[config.mk]
export PLATFORM = sky130hd
export DESIGN_NAME = minterm_sweep_ctrl_flat
export DESIGN_NICKNAME = d
export VERILOG_FILES = /design/src/rtl/minterm_sweep_ctrl_if.sv /design/src/rtl/minterm_sweep_ctrl.sv /design/src/flat_wrapper.sv
export SDC_FILE = /design/constraint.sdc
export NUM_CORES = 1
export LEC_CHECK = 0
export CORE_MARGIN = 1.5
export CORE_UTILIZATION = 53
export CTS_CLUSTER_DIAMETER = 40
export DETAILED_ROUTE_END_ITERATION = 7
export PLACE_DENSITY_LB_ADDON = 0.12
export RECOVER_POWER = 50
export SLEW_MARGIN = 5
export SYNTH_ARGS = -nofsm -noshare
export SYNTH_HDL_FRONTEND = slang
export SYNTH_SLANG_ARGS = --single-unit
[constraint.sdc]
create_clock -name clk -period 2.35 [get_ports clk]
set_input_delay 0.235 -clock clk [delete_from_list [all_inputs] [get_ports clk]]
set_output_delay 0.235 -clock clk [all_outputs]
set_load 0.05 [all_outputs]
[src/rtl/minterm_sweep_ctrl_if.sv]
// Bundle between the lab top level (master) and the sweep sequencer (slave).
// Carries the run/abort handshake, the sweep results and the link to the
// 4-input function unit under test.
interface minterm_sweep_ctrl_if;
  logic        start;
  logic        abort;
  logic        busy;
  logic        done;
  logic        pass;
  logic [4:0]  err_count;
  logic [3:0]  first_fail;
  logic [15:0] obs_mask;
  logic [3:0]  abcd;
  logic        f_in;

  modport master (
    output start, abort, f_in,
    input  busy, done, pass, err_count, first_fail, obs_mask, abcd
  );

  modport slave (
    input  start, abort, f_in,
    output busy, done, pass, err_count, first_fail, obs_mask, abcd
  );
endinterface

[src/rtl/minterm_sweep_ctrl.sv]
// Minterm sweep sequencer: steps a 4-input function unit through all 16
// input vectors, waits SETTLE cycles per vector, samples f_in, and compares
// the observed truth table against EXP_MASK.
// Optional macro MINTERM_SWEEP_STOP_ON_FAIL_EN: end the sweep at the first
// mismatching minterm instead of sweeping all 16.
module minterm_sweep_ctrl #(
  parameter logic [15:0] EXP_MASK = 16'h0727,
  parameter int unsigned SETTLE   = 1
) (
  input  logic                clk,
  input  logic                rst_n,
  minterm_sweep_ctrl_if.slave sw
);

  localparam int unsigned IDX_W     = 4;
  localparam int unsigned CNT_W     = 4;
  localparam int unsigned ERR_W     = 5;
  localparam int unsigned MASK_W    = 16;
  localparam int unsigned N_MINTERM = 16;

  typedef enum logic [2:0] {
    S_IDLE,
    S_DRIVE,
    S_WAIT,
    S_SAMPLE,
    S_FIN
  } state_t;

  state_t              state_q, state_d;
  logic [IDX_W-1:0]    index_q, index_d;
  logic [CNT_W-1:0]    cnt_q, cnt_d;
  logic [IDX_W-1:0]    abcd_q, abcd_d;
  logic                busy_q, busy_d;
  logic                done_q, done_d;
  logic                pass_q, pass_d;
  logic [ERR_W-1:0]    err_q, err_d;
  logic [IDX_W-1:0]    ff_q, ff_d;
  logic [MASK_W-1:0]   obs_q, obs_d;
  logic                mismatch_c;
  logic                fin_c;

  // Current sample disagrees with the expected truth table bit.
  assign mismatch_c = (sw.f_in != EXP_MASK[index_q]);

  // State and result registers.
  always_ff @(posedge clk or negedge rst_n) begin
    if (!rst_n) begin
      state_q <= S_IDLE;
      index_q <= '0;
      cnt_q   <= '0;
      abcd_q  <= '0;
      busy_q  <= 1'b0;
      done_q  <= 1'b0;
      pass_q  <= 1'b0;
      err_q   <= '0;
      ff_q    <= '0;
      obs_q   <= '0;
    end else begin
      state_q <= state_d;
      index_q <= index_d;
      cnt_q   <= cnt_d;
      abcd_q  <= abcd_d;
      busy_q  <= busy_d;
      done_q  <= done_d;
      pass_q  <= pass_d;
      err_q   <= err_d;
      ff_q    <= ff_d;
      obs_q   <= obs_d;
    end
  end

  // Next-state and result update; abort outranks every other transition.
  always_comb begin
    state_d = state_q;
    index_d = index_q;
    cnt_d   = cnt_q;
    abcd_d  = abcd_q;
    busy_d  = busy_q;
    done_d  = 1'b0;
    pass_d  = pass_q;
    err_d   = err_q;
    ff_d    = ff_q;
    obs_d   = obs_q;
    fin_c   = 1'b0;

    if (sw.abort && (state_q != S_IDLE)) begin
      state_d = S_IDLE;
      busy_d  = 1'b0;
      pass_d  = 1'b0;
    end else begin
      case (state_q)
        S_IDLE: begin
          if (sw.start && !sw.abort) begin
            state_d = S_DRIVE;
            index_d = '0;
            err_d   = '0;
            ff_d    = '0;
            obs_d   = '0;
            pass_d  = 1'b0;
            busy_d  = 1'b1;
          end
        end
        S_DRIVE: begin
          abcd_d  = index_q;
          cnt_d   = CNT_W'(SETTLE);
          state_d = (SETTLE > 0) ? S_WAIT : S_SAMPLE;
        end
        S_WAIT: begin
          if (cnt_q <= CNT_W'(1)) begin
            state_d = S_SAMPLE;
          end else begin
            cnt_d = cnt_q - CNT_W'(1);
          end
        end
        S_SAMPLE: begin
          obs_d[index_q] = sw.f_in;
          if (mismatch_c) begin
            err_d = err_q + ERR_W'(1);
            if (err_q == '0) begin
              ff_d = index_q;
            end
          end
`ifdef MINTERM_SWEEP_STOP_ON_FAIL_EN
          fin_c = mismatch_c || (index_q == IDX_W'(N_MINTERM - 1));
`else
          fin_c = (index_q == IDX_W'(N_MINTERM - 1));
`endif
          if (fin_c) begin
            state_d = S_FIN;
            done_d  = 1'b1;
            busy_d  = 1'b0;
            pass_d  = (err_d == '0);
          end else begin
            index_d = index_q + IDX_W'(1);
            state_d = S_DRIVE;
          end
        end
        S_FIN: begin
          state_d = S_IDLE;
        end
        default: begin
          state_d = S_IDLE;
        end
      endcase
    end
  end

  assign sw.abcd       = abcd_q;
  assign sw.busy       = busy_q;
  assign sw.done       = done_q;
  assign sw.pass       = pass_q;
  assign sw.err_count  = err_q;
  assign sw.first_fail = ff_q;
  assign sw.obs_mask   = obs_q;

endmodule

[src/flat_wrapper.sv]
// flat-port wrapper written by rule: the top's interface ports become plain ports
module minterm_sweep_ctrl_flat 
#(
  parameter logic [15:0] EXP_MASK = 16'h0727,
  parameter int unsigned SETTLE   = 1
)
  (clk, rst_n, sw_start, sw_abort, sw_f_in, sw_busy, sw_done, sw_pass, sw_err_count, sw_first_fail, sw_obs_mask, sw_abcd);
  minterm_sweep_ctrl_if sw_i ();
  input  logic clk;
  input  logic rst_n;
  input wire logic [$bits(sw_i.start)-1:0] sw_start;
  input wire logic [$bits(sw_i.abort)-1:0] sw_abort;
  input wire logic [$bits(sw_i.f_in)-1:0] sw_f_in;
  output wire logic [$bits(sw_i.busy)-1:0] sw_busy;
  output wire logic [$bits(sw_i.done)-1:0] sw_done;
  output wire logic [$bits(sw_i.pass)-1:0] sw_pass;
  output wire logic [$bits(sw_i.err_count)-1:0] sw_err_count;
  output wire logic [$bits(sw_i.first_fail)-1:0] sw_first_fail;
  output wire logic [$bits(sw_i.obs_mask)-1:0] sw_obs_mask;
  output wire logic [$bits(sw_i.abcd)-1:0] sw_abcd;
  assign sw_i.start = sw_start;
  assign sw_i.abort = sw_abort;
  assign sw_i.f_in = sw_f_in;
  assign sw_busy = sw_i.busy;
  assign sw_done = sw_i.done;
  assign sw_pass = sw_i.pass;
  assign sw_err_count = sw_i.err_count;
  assign sw_first_fail = sw_i.first_fail;
  assign sw_obs_mask = sw_i.obs_mask;
  assign sw_abcd = sw_i.abcd;
  minterm_sweep_ctrl #(.EXP_MASK(EXP_MASK), .SETTLE(SETTLE)) u_core (.clk(clk), .rst_n(rst_n), .sw(sw_i));
endmodule
; ---- After elaboration in Yosys (flattened, before gate mapping)
; Memories as Yosys holds them, arrays and structs flattened.
; Index checks and enable logic that the tools add are counted.
[totals]
reg_bits = 43
romBits = 16
in_bits = 5
out_inout_bits = 32
elab_cells = 84
n_memories = 1
[memory_table]
columns = name, depth, word_bits, rd, rd_ports_with_merged_regs, wr, line_no
row1 = (name not given), 16, 1, 1, 0, 0, minterm_sweep_ctrl.sv:43  ; assign mismatch_c = (sw.f_in != EXP_MASK[index_q]);
[op_classes]
n_addsub = 3
magnitude_cmp = 3
n_eq_ne = 13
muxes = 35
bitwise = 1
n_reduce_logical = 18
[op_table]
columns = cell, n
row1 = case mux 16 bit (2 select lines), 1
row2 = case mux 4 bit (2 select lines), 3
row3 = two-way mux 4 bit, 5
row4 = two-way mux 5 bit, 4
row5 = bitwise mux 16 bit, 1
row6 = two-way mux 16 bit, 1
row7 = two-way mux 3 bit, 4
row8 = case mux 3 bit (4 select lines), 1
row9 = two-way mux 1 bit, 11
row10 = logical NOT 5 bit, 2
row11 = case mux 5 bit (2 select lines), 1
row12 = != test 3 x 1 -> 1 bit (second input constant), 3
row13 = AND reduction 3 bit, 3
row14 = == test 3 x 2 -> 1 bit (second input constant), 2
row15 = != test 2 x 1 -> 1 bit (second input constant), 3
row16 = nonzero test 3 bit, 2
row17 = adder 5 x 1 -> 5 bit (second input constant), 1
row18 = less-than comparator 4 x 5 -> 1 bit (second input constant), 1
row19 = AND reduction 5 bit, 1
row20 = adder 4 x 1 -> 4 bit (second input constant), 1
row21 = demux 1 bit (select 4 bit), 1
row22 = == test 4 bit (second input constant), 1
row23 = >= comparator 4 x 1 -> 1 bit (second input constant), 1
row24 = less-or-equal comparator 4 x 1 -> 1 bit (second input constant), 1
row25 = other kinds (12), 18

; ---- Longest topological paths before layout
; Gate-level depths: netlist of the first run.
[depth]
depth_word = 10
mapped_depth = 8
depth_no_buf = 7

; ---- Worst setup path before layout of the first run
; Ideal clock, no wire load.
[synth_timing]
path_kind = register to register
startpoint = register u_core.index_q[0]
endpoint = register u_core.pass_q (netlist: u_core.sw.pass)
setup_time_ns = 0.092
arrival_time_ns = 1.655
required_ns = 2.258
path_slack_ns = 0.603
stages_incl_launch_ff = 8
n_path_buf = 1
synth_period_minus_slack_ns = 1.747
cell_sequence = dfrtp_1 > ha_1 > inv_1 > a221o_1 > buf_2 > a211oi_1 > a31oi_1 > o31ai_2
[synth_between]
elab_chain_cells = 10
word_cells_on_any_way = 13
cone_classes = eq/ne: 3 / mux: 7 / reduce/logical: 2 / memory: 1
[synth_rtl]
columns = item, line_no
row1 = "start, declared", minterm_sweep_ctrl.sv:30  ; logic [IDX_W-1:0] index_q, index_d;
row2 = "start signal, assigned", minterm_sweep_ctrl.sv:60  ; index_q <= index_d;
row3 = memory read (16 x 1 bit), -
row4 = two-way mux 1 bit (not written as such), minterm_sweep_ctrl.sv:43
row5 = != test 1 bit, minterm_sweep_ctrl.sv:43
row6 = two-way mux 5 bit, minterm_sweep_ctrl.sv:117  ; if (mismatch_c) begin
row7 = two-way mux 5 bit, minterm_sweep_ctrl.sv:91  ; case (state_q)
row8 = two-way mux 5 bit, minterm_sweep_ctrl.sv:86  ; if (sw.abort && (state_q != S_IDLE)) begin
row9 = logical NOT 5 bit, minterm_sweep_ctrl.sv:132  ; pass_d = (err_d == '0);
row10 = two-way mux 1 bit, minterm_sweep_ctrl.sv:128  ; if (fin_c) begin
row11 = case mux 1 bit (2 select lines), minterm_sweep_ctrl.sv:91
row12 = two-way mux 1 bit, minterm_sweep_ctrl.sv:86
row13 = "end signal, assigned", minterm_sweep_ctrl.sv:65  ; pass_q <= pass_d;
row14 = "end, declared", minterm_sweep_ctrl.sv:35  ; logic pass_q, pass_d;
; Several ways; a longest one is shown, not always the timed one. The select of a mux whose other input is x is not followed.
; A chain may end at the register's enable or synchronous reset.

; ---- Worst setup path after layout of the first run
[layout_timing]
startpoint = register u_core.index_q[2]
endpoint = register u_core.pass_q (netlist: u_core.sw.pass)
; The elaborated chain is that of the path after synthesis.

==> results of run 1 <==
## power by group through the flow
stage / logic (mW) / clock network (mW) / registers (mW)
floorplan: 0.469 / 0 / 1.08
global placement: 0.766 / 0 / 0.994
detailed placement: 0.779 / 0 / 0.997
CTS: 0.784 / 0.439 / 0.982
global route: 0.869 / 0.472 / 1.00
finish: 0.781 / 0.431 / 0.986
## layout make-up
| type | instances | area (um2) |
|---|---|---|
| clock buffer | 6 | 72.6 |
| fill | 328 | 1330 |
| inverter | 14 | 52.6 |
| multi-input combinational | 183 | 1100 |
| sequential | 43 | 1080 |
| tap | 50 | 62.6 |
| timing repair buffer | 41 | 393 |
## metal layers
metal  vias up  GRT usage
li1        980          -
met1       941      0.350
met2        51      0.364
met3         7     0.0390
met4         0     0.0809
met5         -          0
## synth_stat cells
| cell type | count | share of area |
|---|---|---|
| dfrtp_1 | 43 | 0.47 |
| o21ai_0 | 40 | 0.087 |
| a21oi_1 | 23 | 0.050 |
| nand2_1 | 18 | 0.029 |
| nor2_1 | 16 | 0.026 |
| inv_1 | 14 | 0.023 |
| nand3_1 | 13 | 0.028 |
| ha_1 | 9 | 0.049 |
| clkbuf_1 | 8 | 0.013 |
| o21ai_1 | 8 | 0.017 |
| a31oi_1 | 6 | 0.016 |
| buf_2 | 6 | 0.013 |
| nor3_1 | 5 | 0.011 |
| and3_1 | 4 | 0.011 |
| mux2_2 | 4 | 0.020 |
| o41ai_1 | 4 | 0.015 |
| mux2i_1 | 3 | 0.013 |
| xnor2_1 | 3 | 0.011 |
| a211oi_1 | 2 | 0.0065 |
| buf_1 | 2 | 0.0033 |
| nand4_1 | 2 | 0.0054 |
| nor4_1 | 2 | 0.0054 |
| o22ai_1 | 2 | 0.0054 |
| o31ai_1 | 2 | 0.0065 |
| or2_2 | 2 | 0.0054 |
| a221o_1 | 1 | 0.0043 |
| a31oi_2 | 1 | 0.0054 |
| a32oi_1 | 1 | 0.0038 |
| and2_4 | 1 | 0.0038 |
| and3b_1 | 1 | 0.0038 |
| and4_1 | 1 | 0.0038 |
| buf_6 | 1 | 0.0049 |
| nor2b_1 | 1 | 0.0027 |
| nor2b_2 | 1 | 0.0038 |
| nor4b_1 | 1 | 0.0038 |
| o2bb2a_1 | 1 | 0.0043 |
| o311a_1 | 1 | 0.0043 |
| o31ai_2 | 1 | 0.0054 |
| or2_1 | 1 | 0.0027 |
| or3_1 | 1 | 0.0027 |
| or3b_1 | 1 | 0.0038 |
## layout by cell type (no fill, tap or decap), types with 9 or more instances in the layout
cell type,n
nand2_1,18
o21ai_0,40
nand3_1,13
a21oi_1,23
inv_1,14
nor2_1,16
clkdlybuf4s50_1,27
ha_1,9
dfrtp_1,43
## flip-flops by register name (all words and copies together), names as in the netlist
register / flops
u_core.cnt_q: 4
u_core.index_q: 4
u_core.state_q: 3
u_core.sw.abcd: 4
u_core.sw.busy: 1
u_core.sw.done: 1
u_core.sw.err_count: 5
u_core.sw.first_fail: 4
u_core.sw.obs_mask: 16
u_core.sw.pass: 1
## cells by family after synthesis
logic type / share of synthesized area
AOI/OAI and AO/OA: 0.232
and+or+nand+nor: 0.152
DFF: 0.466
buffers and inverters: 0.0569
adders and majority gates: 0.0488
muxes: 0.0325
xor gates and xnor gates: 0.0114
## final timing paths
path                                                     start                                  end
setup / recovery                 u_core.index_q[2]$_DFFE_PN0P_           u_core.sw.pass$_DFFE_PN0P_
hold / removal                                           rst_n    u_core.sw.obs_mask[9]$_DFFE_PN0P_
setup reg to reg                 u_core.index_q[2]$_DFFE_PN0P_           u_core.sw.pass$_DFFE_PN0P_
max in group asynchronous                                rst_n   u_core.sw.obs_mask[12]$_DFFE_PN0P_
min in group clk           u_core.sw.first_fail[2]$_DFFE_PN0P_  u_core.sw.first_fail[2]$_DFFE_PN0P_
hold reg to reg            u_core.sw.first_fail[2]$_DFFE_PN0P_  u_core.sw.first_fail[2]$_DFFE_PN0P_
## worst register-to-register path, delay by kind of cell (launching register included)
| kind | cells | cell delay [ns] |
|---|---|---|
| flip-flops | 1 | 0.59 |
| AO/OA/AOI/OAI | 3 | 1.01 |
| AND/OR/NAND/NOR | 2 | 0.41 |
==> metrics.txt, run 1 <==
Net Sw Power=0.877 mW; Post-CTS Resized=0; Comb pwr share=0.355; slew margin rel.=0.309; Die X=69.0 um; CTS tree=yes; maximum VDD drop=506 uV; mean post-synth cell area=8.98 um2; largest net degree at the start of global routing=44; r2r setup slk=0.26 ns; crit end category=register; drc violations=0; IO Pins=37; setup TNS=0 ns; antenna cells=0; met3 wire len=243 um; gr usage total=0.240; outcome=completed; CP required=2.56 ns; Die Y=69.0 um; total wire length=5070 um; Rows=23; Ys Warns=0; Final ANT Viol Nets=0; placed cell area=2680 um2; Clk pwr share=0.196; Mapped Cells=257; clock sink count=43; cts hold-fix bufs=0; post-DP HPWL=3560 um; Cell Int Power=1.32 mW; Syn Nets=271; Core Region=4090 um2; pre-CTS WS=0.325 ns; initial antenna violation count=0; Critical Path Start Type=register; Fin. Hold Viols=0; Slowest-stage cell, CP=dfrtp_1; post-CTS setup buffers=0; clock buffer depth=2; Worst Tran Pin Value=1.04 ns; first-pass GRT wire length=8400 um; pwr dens=797 nW/um2; Max stage delay on crit path=0.59 ns; Leak=1.21 nW; Skew-Pair Late Insertion Delay=0.30 ns; Die ar.=4760 um2; Netlist cell types=41; post-synthesis sequential area ratio=0.466; met2 wire length=2250 um; CTS buffer count=5; register bit total from synthesis=43; top sig layer=met4; Final period util=0.889; Via density=5.87; Placer Congestion=0.879; Clock Tree Root=clkbuf_8; Clock Skew=0.00744 ns; critical-path cell list=nor2b_2 > a221o_1 > and2_4 > o311a_1 > o31ai_2; sequential share of power=0.449; DRT Pass-1 Iters=4; GRT overflow=0; Final setup viols=0; clock slew at reported path FFs=0.08 ns; switching power share of the total=0.399; final slew viol count=0; initial drt markers=191; vias in the first global route=1778; overall power=2.20 mW; Vias=1979; H-tree Lvls=2; total of max-cap violations=0; fin nets=302; Final Critical Period=2.09 ns; worst r2r path cells=5; final worst slack=0.262 ns; Core Util, Final=0.675; max frequency=479 MHz; Cell Area, Synth=2310 um2; wire per inst=15.0 um; instance count on the critical path=5; layout cells sized above 1=0.0697; Area Overhead vs Synth=19.5%; Hold Slack=0.101 ns; critical path class=reg -> reg; Design Area, Final=2760 um2; Crit Path Max Fanout=12; RSZ-0062 raised after global routing=false; Bufs and invs on worst path=0; HP Class=in -> async; number of I/O port buffers=36; non-filler instance count after layout=337; met1 WL=2500 um; placed insts=331; CP top delay family=compound AO/OA/AOI/OAI gates; Arr. time, crit path=2.30 ns; starting density of the core=0.565
No activity file was read; power rests on OpenSTA's default activity.
==> run 2: changes to the inputs <==
--- a/config.mk
+++ b/config.mk
@@ -6,8 +6,7 @@
 export NUM_CORES = 1
 export LEC_CHECK = 0
 export CORE_MARGIN = 1.5
-export CORE_UTILIZATION = 53
-export CTS_CLUSTER_DIAMETER = 40
+export CORE_UTILIZATION = 57
 export DETAILED_ROUTE_END_ITERATION = 7
 export PLACE_DENSITY_LB_ADDON = 0.12
 export RECOVER_POWER = 50
==> constraint.sdc (replaced) <==
create_clock -name clk -period 2.55 [get_ports clk]
set_input_delay 0.255 -clock clk [delete_from_list [all_inputs] [get_ports clk]]
set_output_delay 0.255 -clock clk [all_outputs]
set_load 0.05 [all_outputs]
==> metrics.txt, run 2 (synthesis results as in run 1) <==
worst r2r path cells=5 (unchanged); flip-flop count of the largest register after layout=16 (unchanged); Hold Slack=0.0862 ns (-0.0151 ns); Area Overhead vs Synth=20.4%; number of I/O port buffers=36 (unchanged); final slew viol count=0 (unchanged); Placer Congestion=0.900 (+2.4%); post-DP HPWL=3670 um (+3.0%); clock buffer depth=2 (unchanged); HP Class=in -> async; pre-CTS WS=0.490 ns (+0.165 ns); pwr dens=757 nW/um2 (-5.0%); initial drt markers=167 (-13%); cts hold-fix bufs=0 (unchanged); Via density=6.04 (+2.8%); CTS tree=yes; Die ar.=4440 um2 (-6.7%); CP required=2.73 ns (+0.17 ns); gr usage total=0.264 (+0.0232); Fin. Hold Viols=0 (unchanged); fillers=304 (-7.3%); Core Region=3770 um2 (-7.7%); starting density of the core=0.612 (+0.0472); r2r setup slk=0.47 ns (+0.21 ns); Arr. time, crit path=2.26 ns (-0.04 ns); IO Pins=37 (unchanged); setup TNS=0 ns (unchanged); critical path class=reg -> reg; most frequent cells in the layout=dfrtp_1, o21ai_0, clkdlybuf4s50_1, a21oi_1, nand2_1; Worst R2R End=u_core.sw.first_fail[2]$_DFFE_PN0P_; Critical Path Start Type=register; CTS buffer count=5 (unchanged); maximum VDD drop=469 uV (-7.3%); wire per inst=15.6 um (+3.6%); Vias=2028 (+2.5%); GRT overflow=0 (unchanged); RSZ-0062 raised after global routing=false; commonest non-fill, non-tap cell in the layout=dfrtp_1; Final ANT Viol Nets=0 (unchanged); vias in the first global route=1839 (+3.4%); Die Y=66.6 um (-3.4%); Clock Tree Root=clkbuf_8; slew margin rel.=0.375 (+0.0662); total of max-cap violations=0 (unchanged); placed cell area=2670 um2 (-0.37%); crit end category=register; max frequency=481 MHz (+0.35%); layout cells sized above 1=0.0764 (+0.00670); Crit Path Max Fanout=20 (+8); first-pass GRT wire length=8790 um (+4.7%); Leak=1.22 nW (+0.75%); clock sink count=43 (unchanged); initial antenna violation count=0 (unchanged); Design Area, Final=2780 um2 (+0.77%); fin nets=301 (-0.33%); Skew-Pair Late Insertion Delay=0.30 ns (about the same); Final Critical Period=2.08 ns (-0.00735 ns); clock slew at reported path FFs=0.09 ns (about the same); H-tree Lvls=2 (unchanged); total wire length=5240 um (+3.3%); Post-CTS Resized=0 (unchanged); DRT Pass-1 Iters=4 (unchanged); final worst slack=0.469 ns (+0.207 ns); drc violations=0 (unchanged); Worst Tran Pin Value=0.938 ns (-0.0992 ns); Clock Skew=0.0105 ns (+0.00302 ns); Final period util=0.816 (-0.0726); Rows=22 (-4.3%); outcome=completed; largest net degree at the start of global routing=44 (unchanged); r2r startpoint=u_core.state_q[0]$_DFFE_PN0P_; Die X=66.6 um (-3.4%); post-CTS setup buffers=0 (unchanged); antenna cells=0 (unchanged); Final setup viols=0 (unchanged)
-- run 2: stage by stage --
step	util	std cells	power [mW]
2_1_floorplan	-	257	1.43
3_3_place_gp	0.709	328	1.61
3_5_place_dp	0.709	328	1.63
4_1_cts	0.737	336	2.12
5_1_grt	0.737	336	2.24
6_report	0.737	336	2.10
-- run 2: critical path, stage by stage (launching register included) --
cell	delay [ns]
dfrtp_1	0.60
nand2_1	0.20
or2_1	0.49
a31oi_2	0.47
o21ai_1	0.11
o41ai_1	0.08
-- run 2: worst max-delay path by stage --
stage                                        from                                   to  slack, ns  cells after the start
detailed placement  u_core.state_q[0]$_DFFE_PN0P_  u_core.sw.first_fail[2]$_DFFE_PN0P_       0.49                      5
finish              u_core.state_q[0]$_DFFE_PN0P_  u_core.sw.first_fail[2]$_DFFE_PN0P_       0.47                      5
CTS                 u_core.state_q[0]$_DFFE_PN0P_  u_core.sw.first_fail[2]$_DFFE_PN0P_       0.47                      5
global route        u_core.state_q[0]$_DFFE_PN0P_  u_core.sw.first_fail[0]$_DFFE_PN0P_       0.27                      5
global placement                          sw_f_in           u_core.sw.pass$_DFFE_PN0P_       0.53                      5
floorplan           u_core.index_q[0]$_DFFE_PN0P_           u_core.sw.pass$_DFFE_PN0P_       0.80                      7
-- run 2: per-layer routing --
metal	GRT usage	wire, um	vias to the layer above
met5	0	0	-
li1	-	-	983
met3	0.0591	241	9
met2	0.409	2390	50
met4	0.0816	81	0
met1	0.368	2520	986
-- run 2: area by class of cell --
type                       instances  area (um2)  share of cell area
clock buffer                       7        96.3              0.0347
tap                               48        60.1              0.0216
timing repair buffer              40         385               0.139
sequential                        43        1080               0.387
multi-input combinational        183        1100               0.396
clock inverter                     1        7.51             0.00270
inverter                          14        52.6              0.0189
-- run 2: power breakdown --
group          leakage, nW  internal [mW]  switching (mW)
combinational        0.581          0.260           0.454
clock               0.0505          0.246           0.238
sequential           0.587          0.772           0.133
